<file path="src/rtl/regfile_multi.sv">
// Parametrised two-write/two-read register file with registered reads and a sequential clear sweep.
// Optional build macro REGFILE_BYPASS_EN: same-edge write data is forwarded to matching reads.
module regfile_multi #(
   parameter int unsigned          DATA_W    = 16,
   parameter int unsigned          ADDR_W    = 4,
   parameter int unsigned          ZERO_REG  = 1,
   parameter logic [DATA_W-1:0]    RESET_VAL = '0
) (
   input  logic              clk,
   input  logic              rst,
   input  logic              clear,
   output logic              busy,
   input  logic              wr1_en,
   input  logic [ADDR_W-1:0] wr1_sel,
   input  logic [DATA_W-1:0] wr1_data,
   input  logic              wr2_en,
   input  logic [ADDR_W-1:0] wr2_sel,
   input  logic [DATA_W-1:0] wr2_data,
   input  logic              rd1_en,
   input  logic [ADDR_W-1:0] rd1_sel,
   output logic [DATA_W-1:0] rd1_data,
   output logic              rd1_valid,
   input  logic              rd2_en,
   input  logic [ADDR_W-1:0] rd2_sel,
   output logic [DATA_W-1:0] rd2_data,
   output logic              rd2_valid
);

   localparam int unsigned DEPTH = 1 << ADDR_W;

   typedef enum logic {IDLE, SWEEP} state_t;

   state_t              state, state_nxt;
   logic [ADDR_W-1:0]   ptr;
   logic [DATA_W-1:0]   mem [DEPTH];
   logic                we1, we2;
   logic                sweep_done;
   logic [DATA_W-1:0]   rd1_val, rd2_val;

   assign sweep_done = (ptr == '1);

   always_ff @(posedge clk) begin
      if (rst) state <= SWEEP;
      else     state <= state_nxt;
   end

   always_comb begin
      state_nxt = state;
      case (state)
         IDLE:    if (clear) state_nxt = SWEEP;
         SWEEP:   if (sweep_done) state_nxt = IDLE;
         default: state_nxt = SWEEP;
      endcase
   end

   // Write enables fold in the IDLE gate and the zero-register discard, so the
   // enable is checked before the select is ever compared.
   always_comb begin
      busy = (state == SWEEP);
      we1  = (state == IDLE) && wr1_en && !((ZERO_REG != 0) && (wr1_sel == '0));
      we2  = (state == IDLE) && wr2_en && !((ZERO_REG != 0) && (wr2_sel == '0));
   end

   always_ff @(posedge clk) begin
      if (rst)                ptr <= '0;
      else if (state == SWEEP) ptr <= ptr + 1'b1;
      else if (clear)         ptr <= '0;
   end

   always_ff @(posedge clk) begin
      if (!rst) begin
         if (state == SWEEP) begin
            mem[ptr] <= RESET_VAL;
         end else begin
            if (we1) mem[wr1_sel] <= wr1_data;
            if (we2) mem[wr2_sel] <= wr2_data;
         end
      end
   end

   always_comb begin
      rd1_val = mem[rd1_sel];
      rd2_val = mem[rd2_sel];
`ifdef REGFILE_BYPASS_EN
      if (we1 && (wr1_sel == rd1_sel)) rd1_val = wr1_data;
      if (we2 && (wr2_sel == rd1_sel)) rd1_val = wr2_data;
      if (we1 && (wr1_sel == rd2_sel)) rd2_val = wr1_data;
      if (we2 && (wr2_sel == rd2_sel)) rd2_val = wr2_data;
`endif
      if ((ZERO_REG != 0) && (rd1_sel == '0)) rd1_val = '0;
      if ((ZERO_REG != 0) && (rd2_sel == '0)) rd2_val = '0;
   end

   always_ff @(posedge clk) begin
      if (rst) begin
         rd1_data  <= '0;
         rd1_valid <= 1'b0;
         rd2_data  <= '0;
         rd2_valid <= 1'b0;
      end else if (state == IDLE) begin
         rd1_valid <= rd1_en;
         rd2_valid <= rd2_en;
         if (rd1_en) rd1_data <= rd1_val;
         if (rd2_en) rd2_data <= rd2_val;
      end else begin
         rd1_valid <= 1'b0;
         rd2_valid <= 1'b0;
      end
   end

endmodule

</file>
<file path="config.mk">
export PLATFORM = sky130hd
export DESIGN_NAME = regfile_multi
export DESIGN_NICKNAME = d
export VERILOG_FILES = /design/src/rtl/regfile_multi.sv
export SDC_FILE = /design/constraint.sdc
export NUM_CORES = 1
export LEC_CHECK = 0
export CAP_MARGIN = 20
export CORE_UTILIZATION = 45
export CTS_BUF_LIST = sky130_fd_sc_hd__clkbuf_2 sky130_fd_sc_hd__clkbuf_4 sky130_fd_sc_hd__clkbuf_8
export DETAILED_ROUTE_END_ITERATION = 12
export PLACE_DENSITY = 0.61
export SLEW_MARGIN = 20
export SYNTH_ARGS = -nofsm -noshare
export SYNTH_HDL_FRONTEND = slang
export SYNTH_SLANG_ARGS = --single-unit
</file>
<file path="constraint.sdc">
create_clock -name clk -period 4.24 [get_ports clk]
set_input_delay 0.848 -clock clk [delete_from_list [all_inputs] [get_ports clk]]
set_output_delay 0.848 -clock clk [all_outputs]
set_load 0.02 [all_outputs]
</file>
==> metrics.txt <==
grt ovf 0; worst hold path startpoint rd2_data[12]; Max Fanout on Critical Path 16; Max Slew Vio Count 0; WS Path Type in -> reg; Detailed Route WL 49.0 mm; Gate Count Post-Synth 1151; setup repair after global routing missed its margin false; all-layer global routing usage between 20 and 30%; number of endpoints failing setup at the final stage 0; pre-CTS setup slack 0.530 ns; TNS Setup 0 ns; routability-driven placement congestion ratio between 0.9 and 1; Relative slew margins 25.2%; antenna violations before repair 0; setup repair bufs after CTS 0; area added between synthesis and finish 13.3%; CTS tree built; number of diodes added for antenna fixing 0; floorplan die area 0.0382 mm^2; overall power after layout approximately 6.3 mW; fill cell instance count of the final layout 3154; placed wire-length estimate between 30 and 40 mm; crit path DAT 3.29 ns; number of failing hold endpoints at the final stage 0; DR DRC count 0; most used cells in the layout excluding fill and tap cells sky130_fd_sc_hd__edfxtp_1, sky130_fd_sc_hd__mux2_2, sky130_fd_sc_hd__mux2i_1; total via count in the routed design roughly 11000; highest ir drop seen on vdd 209 uV; syn avg cell area 14.6 um^2; number of global-route vias before repair 10800; fraction of layout instances using a drive strength above 1 39.7%; register-to-register path setup slack 1.60 ns; initial standard-cell utilization of the core 45.9%; number of gates resized after cts 0; worst hold slack after final layout roughly 0.50 ns; Net Count, Synth 1207; core box area ~0.037 mm^2; run status finished, final reports clean; period utilisation layout 73.4%; stage delay of the slowest cell on the critical path 0.56 ns; crit path max-delay cell type sky130_fd_sc_hd__o22ai_2; pin count of the biggest net entering global routing 61; worst hold path endpoint rd2_data[12]; actual transition at the worst max-transition pin between 1 and 1.5 ns; maximum buffer depth of the clock tree 3; synth warn 0; count of hold buffers inserted by post-cts repair 0; number of clock buffers inserted by TritonCTS 52; power density normalized to cell area about 330 mW/mm^2; I/O pin count 90; Max Fclk 321 MHz; clock insertion delay at the later pin of the skew report 0.59 ns; post-synthesis register bit count around 300; count of port buffers added during placement 89; post-detailed-route count of antenna-violating nets 0; number of distinct standard cells referenced by the synthesized netlist 54; number of clock sinks seen by CTS 295; clock-pin slew on the worst setup and hold paths 0.06 ns; cell breakdown of the critical path clkdlybuf4s50_1 > or4_1 > and4b_2 > o21ai_0 > o22ai_2; final-stage net count 1275; DR iter-0 viols 832; worst hold stages 2; worst path bufs/invs 1; via/cell ratio 6.21; leading cell type in the layout, fill and taps excluded sky130_fd_sc_hd__edfxtp_1; RR Startpoint busy; filler-free cell count of the finished design 1731; Die H ~200 um; worst min-delay path category reg -> reg; worst r2r dst mem[2][0]; wire per inst between 20 and 30 um; utilization after layout 52.0%; die width ~200 um; sort of element at the end of the critical path flop; instance count after placement with tap cells included 1632; cell area after layout 0.0191 mm^2; Synth Cell Area 0.0169 mm^2; family with the most delay on the worst path compound AO/OA/AOI/OAI gates; CTS H-Tree Depth 2; worst path required time 4.42 ns; global-route wire length before repair around 72 mm; post-route setup slack 1.13 ns; number of max-cap violations 0; cell at the root of the clock tree sky130_fd_sc_hd__clkbuf_8; row cnt 70; static leakage 6.95 nW; Clock Skews 0.0166 ns; count of cells along the worst register-to-register path 5; post-placement cell area 0.0180 mm^2; Final Critical Period ~3.1 ns; proportion of synthesized chip area in sequential cells 50.2%; Critical Path Start Type input port; Detailed Routing Iterations Pass 1 5
==> how the worst max path moves through the flow <==
stage | start | end | cells after the start
after floorplan | rst | mem[10][0] | 3
after global placement | wr1_sel[1] | mem[2][10] | 5
after detailed placement | wr1_sel[1] | mem[2][10] | 5
after CTS | wr1_sel[1] | mem[2][3] | 5
after global routing | wr1_sel[1] | mem[2][0] | 5
final | wr1_sel[1] | mem[2][0] | 5
==> power by group <==
group / switching (mW) / internal (mW)
Clock: 1.20 / 1.42
Sequential: 0.0203 / 3.15
Combinational: 0.282 / 0.204
Total: 1.51 / 4.77
==> Yosys cell counts, drive strengths merged <==
| cell | count | area, um^2 |
|---|---|---|
| a21o | 1 | 7.51 |
| a21oi | 5 | 25.0 |
| a22oi | 67 | 503 |
| a311oi | 1 | 8.76 |
| a32oi | 32 | 280 |
| a41oi | 1 | 8.76 |
| and2 | 20 | 165 |
| and2b | 1 | 7.51 |
| and3 | 3 | 23.8 |
| and4 | 2 | 18.8 |
| and4b | 3 | 32.5 |
| buf | 76 | 613 |
| clkbuf | 56 | 210 |
| dfxtp | 39 | 781 |
| edfxtp | 256 | 7690 |
| ha | 1 | 12.5 |
| inv | 5 | 18.8 |
| mux2 | 241 | 2730 |
| mux2i | 164 | 1640 |
| mux4 | 64 | 1440 |
| nand2 | 14 | 52.6 |
| nand2b | 3 | 18.8 |
| nand3 | 6 | 40.0 |
| nand3b | 1 | 7.51 |
| nand4 | 1 | 6.26 |
| nand4b | 2 | 23.8 |
| nand4bb | 1 | 11.3 |
| nor2 | 20 | 90.1 |
| nor2b | 7 | 43.8 |
| nor3 | 2 | 21.3 |
| nor3b | 2 | 15.0 |
| o21ai | 35 | 175 |
| o21bai | 1 | 7.51 |
| o221ai | 1 | 8.76 |
| o22ai | 6 | 37.5 |
| o311ai | 5 | 43.8 |
| or2 | 1 | 6.26 |
| or3 | 2 | 12.5 |
| or3b | 2 | 17.5 |
| or4 | 1 | 7.51 |
==> tightest hold or removal path, cell delays in order (launching register included) <==
cell	delay, ns
sky130_fd_sc_hd__dfxtp_1	0.34
sky130_fd_sc_hd__a32oi_1	0.06
sky130_fd_sc_hd__o21ai_0	0.06
==> cell type report <==
cell class | instances | area (um^2) | area share (%)
timing repair buffer | 146 | 1340 | 7.01
clock inverter | 21 | 96.3 | 0.504
clock buffer | 77 | 941 | 4.93
sequential | 295 | 8470 | 44.3
multi-input combinational | 719 | 7650 | 40.1
tap | 468 | 586 | 3.07
inverter | 5 | 18.8 | 0.0983
==> routing by layer <==
layer  vias up  part of all wire (%)  global-route usage [%]
li1       4745                     -                       -
met5         -                     0                       0
met4         0                   2.4                    7.35
met2       352                    47                    41.6
met1      5570                    45                    36.3
met3        75                   5.6                    3.58
==> state kept, by name, indices dropped and copies added (netlist names) <==
register   flops
rd2_valid      1
busy           1
rd2_data      16
mem          256
rd1_valid      1
ptr            4
rd1_data      16
==> cells by family after synthesis <==
group,after synthesis,share of synthesized area [%]
AO/OA/AOI/OAI,155,6.56
adder cells (fa/ha/maj),1,0.0742
buffers and inverters,137,4.99
flip-flops,295,50.2
multiplexers,469,34.5
AND/OR/NAND/NOR,94,3.69
Power figures use the tool's default switching activity.
==> RTL change 1, RTL diff (same settings) <==
Build with the macro `REGFILE_BYPASS_EN` defined.
--- a/src/rtl/regfile_multi.sv
+++ b/src/rtl/regfile_multi.sv
@@ -2,2 +2,4 @@
 // Optional build macro REGFILE_BYPASS_EN: same-edge write data is forwarded to matching reads.
+`define REGFILE_BYPASS_EN
+
 module regfile_multi #(
Check against the original RTL: no difference found for any inputs over 10 cycles, from zero or initial values and one cycle with rst high; that may be too few to reach the edited logic, so the function may still have changed.
==> RTL change 1 against the unedited design <==
Critical path depth rose by 3. Wire length rose by 13%. Total power rose by 1.8%. Area after synthesis rose by 4.4%. Via count rose by 21%. Final area rose by 5.5%. Sequential cell count did not move. Setup slack got worse by 0.070 ns. Highest routed layer unchanged.
==> RTL change 1: results (changes against the unedited design) <==
metric	value	unit	change
status	finished, final reports clean		unchanged
met2 WL	25800	um	was 23200 um
Detailed Place HPWL	40000	um	was 32800 um
Worst Reg-to-Reg Cells	6		was 5
worst hold stages	2		unchanged
post-layout net count	1601		was 1275
Synthesized Nets	1514		was 1207
CTS Hold Buffers Added	0		unchanged
Placed Cells	2010		was 1632
largest net degree at the start of global routing	48		was 61
DR WL met3	4560	um	was 2770 um
EDFF count, synth	256		unchanged
DR iter-0 viols	1400		was 832
reg-to-reg slack, setup	1.51	ns	was 1.60 ns
first-pass GRT wire length	81700	um	was 72000 um
Clock transition at path regs	0.06	ns	about the same
most frequent cells after synthesis	edfxtp_1 (256), nand2_1 (208), o21ai_0 (150)		was edfxtp_1 (256), mux2_2 (238), mux2i_1 (164)
yosys warns	0		unchanged
Critical-path top delay cell	clkdlybuf4s50_1		was o22ai_2
r2r endpoint	mem[0][12]		was mem[2][0]
Antenna Diode Count	0		unchanged
Clock Skew	0.0170	ns	was 0.0166 ns
Fill cells	3321		was 3154
Hold Path Class	reg2reg		unchanged
Peak VDD IR	0.160	mV	was 0.209 mV
DR pass1 iterations	5		unchanged
Post-Layout Cell Count	2101		was 1731
vias in the first global route	12700		was 10800
CP startpoint	wr1_sel[2]		was wr1_sel[1]
Crit Path Max Fanout	26		was 16
register area share after synthesis	48.1	%	was 50.2%
Avg Cell Area, Syn	12.1	um^2	was 14.6 um^2
Synth area leaders	edfxtp_1 (44%), mux4_2 (8.2%), mux2i_1 (7.4%), mux2_2 (6.3%), dfxtp_1 (4.4%)		was edfxtp_1 (46%), mux2_2 (16%), mux2i_1 (9.7%), mux4_2 (8.5%), dfxtp_1 (4.6%)
crit-path leading delay family	simple AND/OR/NAND/NOR gates		was compound AO/OA/AOI/OAI gates
CTS Buf Count	51		was 52
ratio of cells with drive above 1 in the final layout	25.8	%	was 39.7%
largest stage delay on the critical path	0.59	ns	was 0.56 ns
global placer's final weighted congestion	0.933		was 0.916
GRT Resource Usage Total	28.0	%	was 25.8%
relative slew slack	35.6	%	was 25.2%
DR vias/cell	6.19		was 6.21
crit path DAT	3.50	ns	was 3.29 ns
hold path endpoint	rd1_data[14]		was rd2_data[12]
detailed-route wire length per cell	26.4	um	was 28.3 um
P_leak	7.06	nW	was 6.95 nW
HP Start	rd1_data[14]		was rd2_data[12]
WL met1	24200	um	was 21900 um
top_reg_cell synth	edfxtp_1		unchanged
initial antenna violation count	0		unchanged
clock root buffer	clkbuf_8		unchanged
Skew-Pair Late Insertion Delay	0.61	ns	was 0.59 ns
RTL change 1: cell types whose count changed in the layout (fill, tap and decap cells not counted), sizes merged, moves of 34 or more:
| cell | change |
|---|---|
| a22oi | -67 |
| mux2 | -142 |
| mux2i | -34 |
| nand2 | +194 |
| nand3b | +34 |
| o21ai | +115 |
| o22ai | +64 |
RTL change 1: cell families (layout without fill, tap and decap cells):
logic type	count (synthesis)	in the layout	synth area share [%]
xor+xnor	16	16	0.796
fa+ha+maj	1	1	0.0711
compound gates	367	367	15.2
buf+inv	154	279	4.31
flops	295	295	48.1
mux	293	293	21.9
simple gates	332	332	9.62
RTL change 1: worst max-delay path by stage:
stage                      end  slack [ns]
floorplan            mem[2][0]        0.61
global placement    mem[0][12]        0.57
detailed placement  mem[0][12]        0.50
CTS                  mem[0][5]        1.14
global route         mem[0][5]        0.93
finish              mem[0][12]        1.06
RTL change 1: cell type report:
type | instances | area share (%)
clock buffers | 70 | 4.29
multi-input cells | 1009 | 42.1
flip-flops and latches | 295 | 42.0
inverters | 18 | 0.335
clock inverters | 21 | 0.596
repair buffers | 170 | 7.42
well taps | 518 | 3.22
RTL change 1: report_power, final:
| group | internal (W) | switching, W |
|---|---|---|
| registers | 0.00315 | 0.0000216 |
| clock network | 0.00137 | 0.00119 |
| logic | 0.000260 | 0.000397 |
| total | 0.00478 | 0.00161 |
RTL change 1: tightest hold or removal path: stages, from the launching register on:
cell and delay (ns):
dfxtp_1 0.31, nand2_1 0.08, a221oi_2 0.06
RTL change 1: per-layer routing:
| layer | vias to the layer above | GRT usage [%] |
|---|---|---|
| met2 | 548 | 44.5 |
| met1 | 6526 | 39.0 |
| met3 | 76 | 5.85 |
| met5 | - | 0 |
| li1 | 5859 | - |
| met4 | 0 | 7.44 |
RTL change 1: stage by stage:
step	util, %	hold slack (ns)	total power, W	instance area (um^2)	worst slack (ns)
floorplan	-	0.487	0.00362	17600	0.607
CTS	52.1	0.489	0.00641	20100	1.14
detailed placement	49.6	0.482	0.00387	19200	0.501
global route	52.1	0.522	0.00657	20100	0.926
finish	52.1	0.489	0.00639	20100	1.06
global placement	49.6	0.481	0.00387	19200	0.567
==> RTL change 2, RTL diff (same settings) <==
Made on the original files. Reset style: asynchronous (`rst`), changed in 3 clocked blocks.
--- a/src/rtl/regfile_multi.sv
+++ b/src/rtl/regfile_multi.sv
@@ -41,3 +41,3 @@
 
-   always_ff @(posedge clk) begin
+   always_ff @(posedge clk or posedge rst) begin
       if (rst) state <= SWEEP;
@@ -63,3 +63,3 @@
 
-   always_ff @(posedge clk) begin
+   always_ff @(posedge clk or posedge rst) begin
       if (rst)                ptr <= '0;
@@ -93,3 +93,3 @@
 
-   always_ff @(posedge clk) begin
+   always_ff @(posedge clk or posedge rst) begin
       if (rst) begin
Check against the original RTL: no difference found for any inputs over 10 cycles, from zero or initial values and one cycle with rst high; that may be too few to reach the edited logic, so the function may still have changed.
==> RTL change 2 against the unedited design <==
Hold slack lost 0.0066 ns. Area after synthesis shrank 1.8%. Critical path depth is the same. Core utilization grew 1.1 points. Sequential cell count is the same. Die area shrank 1.7%. Cell count grew 11%. Setup slack gained 0.27 ns. Wire length grew 10%. Final area is essentially flat. Critical path type is now reg2reg. Critical endpoint is now rd1_data[6].
Power is not compared: it rests on default switching activity, and its combinational part moved more than twofold at a synthesized area within 25%.
==> RTL change 2: results (changes against the unedited design) <==
metric	value	unit	change
DR vias/cell	6.30		was 6.21
port bufs	89		unchanged
crit-path leading delay family	buffers and inverters		was compound AO/OA/AOI/OAI gates
DR iter-0 viols	1352		was 832
post-layout net count	1467		was 1275
Synth area leaders	edfxtp_1 (46%), mux2_2 (10%), mux4_2 (9.0%), mux2i_1 (7.7%), dfrtp_1 (5.7%)		was edfxtp_1 (46%), mux2_2 (16%), mux2i_1 (9.7%), mux4_2 (8.5%), dfxtp_1 (4.6%)
ratio of cells with drive above 1 in the final layout	26.3	%	was 39.7%
register area share after synthesis	52.3	%	was 50.2%
EDFF count, synth	256		unchanged
largest stage delay on the critical path	0.79	ns	was 0.56 ns
Critical-path top delay cell	clkinv_1		was o22ai_2
post-synthesis cell type count	49		was 54
DR pass1 iterations	5		unchanged
Hold Path Class	reg2reg		unchanged
r2r endpoint	rd1_data[6]		was mem[2][0]
asr flop ratio synth	13.2	%	was 0%
hold path endpoint	rd1_data[11]		was rd2_data[12]
Detailed Place HPWL	34600	um	was 32800 um
pre-CTS WS	0.915	ns	was 0.530 ns
worst hold stages	2		unchanged
reg2reg start	busy		unchanged
first-pass GRT wire length	79300	um	was 72000 um
most frequent cells after synthesis	edfxtp_1 (256), nand2_1 (207), mux2_2 (151)		was edfxtp_1 (256), mux2_2 (238), mux2i_1 (164)
Skew-Pair Late Insertion Delay	0.58	ns	
Crit Path Max Fanout	20		was 16
GRT Resource Usage Total	28.8	%	was 25.8%
Clock transition at path regs	0.06	ns	about the same
yosys warns	0		unchanged
vias in the first global route	12100		was 10800
Synthesized Nets	1373		was 1207
global placer's final weighted congestion	0.953		was 0.916
P_leak	7.44	nW	
detailed-route wire length per cell	28.3	um	about the same
Psw	0.00250	W	
largest net degree at the start of global routing	58		was 61
Peak VDD IR	0.192	mV	
DP Area	18100	um^2	was 18000 um^2
status	finished, final reports clean		unchanged
Worst-Margin Slew	1.03	ns	was 1.12 ns
reg-to-reg slack, setup	1.39	ns	was 1.60 ns
Placed Cells	1818		was 1632
crit path DAT	3.27	ns	was 3.29 ns
HP Start	rd1_data[11]		was rd2_data[12]
final WL	54100	um	was 49000 um
Clock Skew	0.0187	ns	was 0.0166 ns
htree depth	2		unchanged
Worst Reg-to-Reg Cells	5		unchanged
Avg Cell Area, Syn	12.6	um^2	was 14.6 um^2
Antenna Diode Count	0		unchanged
-- RTL change 2: changes by cell type after synthesis, sizes merged, moves of 12 or more --
| cell | change |
|---|---|
| mux2 | -81 |
| o21ai | +86 |
| dfxtp | -39 |
| buf | -30 |
| nand2 | +196 |
| a32oi | -30 |
| nand4 | +29 |
| inv | +14 |
| dfrtp | +38 |
| nand3 | +27 |
| and2 | -17 |
| nor2 | -12 |
| mux2i | -37 |
-- RTL change 2: kinds of logic (layout without fill, tap and decap cells) --
| family | Yosys count | in the layout | share of synthesized area (%) |
|---|---|---|---|
| buf+inv | 133 | 269 | 3.37 |
| flops | 295 | 295 | 52.3 |
| simple gates | 336 | 336 | 9.49 |
| fa+ha+maj | 1 | 1 | 0.0755 |
| mux | 353 | 353 | 27.5 |
| compound gates | 198 | 198 | 7.16 |
| xor+xnor | 1 | 1 | 0.0529 |
-- RTL change 2: power by group through the flow --
stage / registers, W / logic, W / clock network [W]
finish: 0.00379 / 0.00179 / 0.00260
global route: 0.00382 / 0.00189 / 0.00274
CTS: 0.00378 / 0.00178 / 0.00263
detailed placement: 0.00383 / 0.00177 / 0
global placement: 0.00382 / 0.00175 / 0
floorplan: 0.00390 / 0.000852 / 0
-- RTL change 2: worst max path at each step --
stage / slack (ns) / from / end / depth (start not counted)
floorplan: 0.70 / rst / mem[4][0] / 3
global placement: 0.94 / wr2_sel[3] / mem[12][14] / 6
detailed placement: 0.92 / rst / mem[4][7] / 7
CTS: 1.43 / busy / busy / 1
global route: 1.30 / rst / mem[13][7] / 7
finish: 1.39 / busy / rd1_data[6] / 5
-- RTL change 2: metrics by stage --
step / total power [W] / hold WS, ns / utilization, %
6_report: 0.00817 / 0.493 / 53.2
5_1_grt: 0.00845 / 0.518 / 53.2
4_1_cts: 0.00819 / 0.493 / 53.2
3_5_place_dp: 0.00561 / 0.478 / 50.4
3_3_place_gp: 0.00557 / 0.478 / 50.4
2_1_floorplan: 0.00475 / 0.506 / -
-- RTL change 2: tightest hold or removal path, delay by kind of cell, from the launching register on --
kind	cells	cell delay [ns]
flops	1	0.34
simple gates	2	0.12
-- RTL change 2: layer usage --
layer	part of all wire (%)	global-route usage, %
met1	41	39.2
met3	9.5	6.24
met5	0	0
met4	3.2	10.1
met2	46	45.6
-- RTL change 2: layout make-up --
class / count / area, um^2
sequential: 295 / 8660
multi-input combinational: 889 / 7400
clock buffer: 66 / 827
fill: 3099 / 16800
clock inverter: 30 / 171
timing repair buffer: 152 / 1370
inverter: 21 / 78.8
tap: 461 / 577
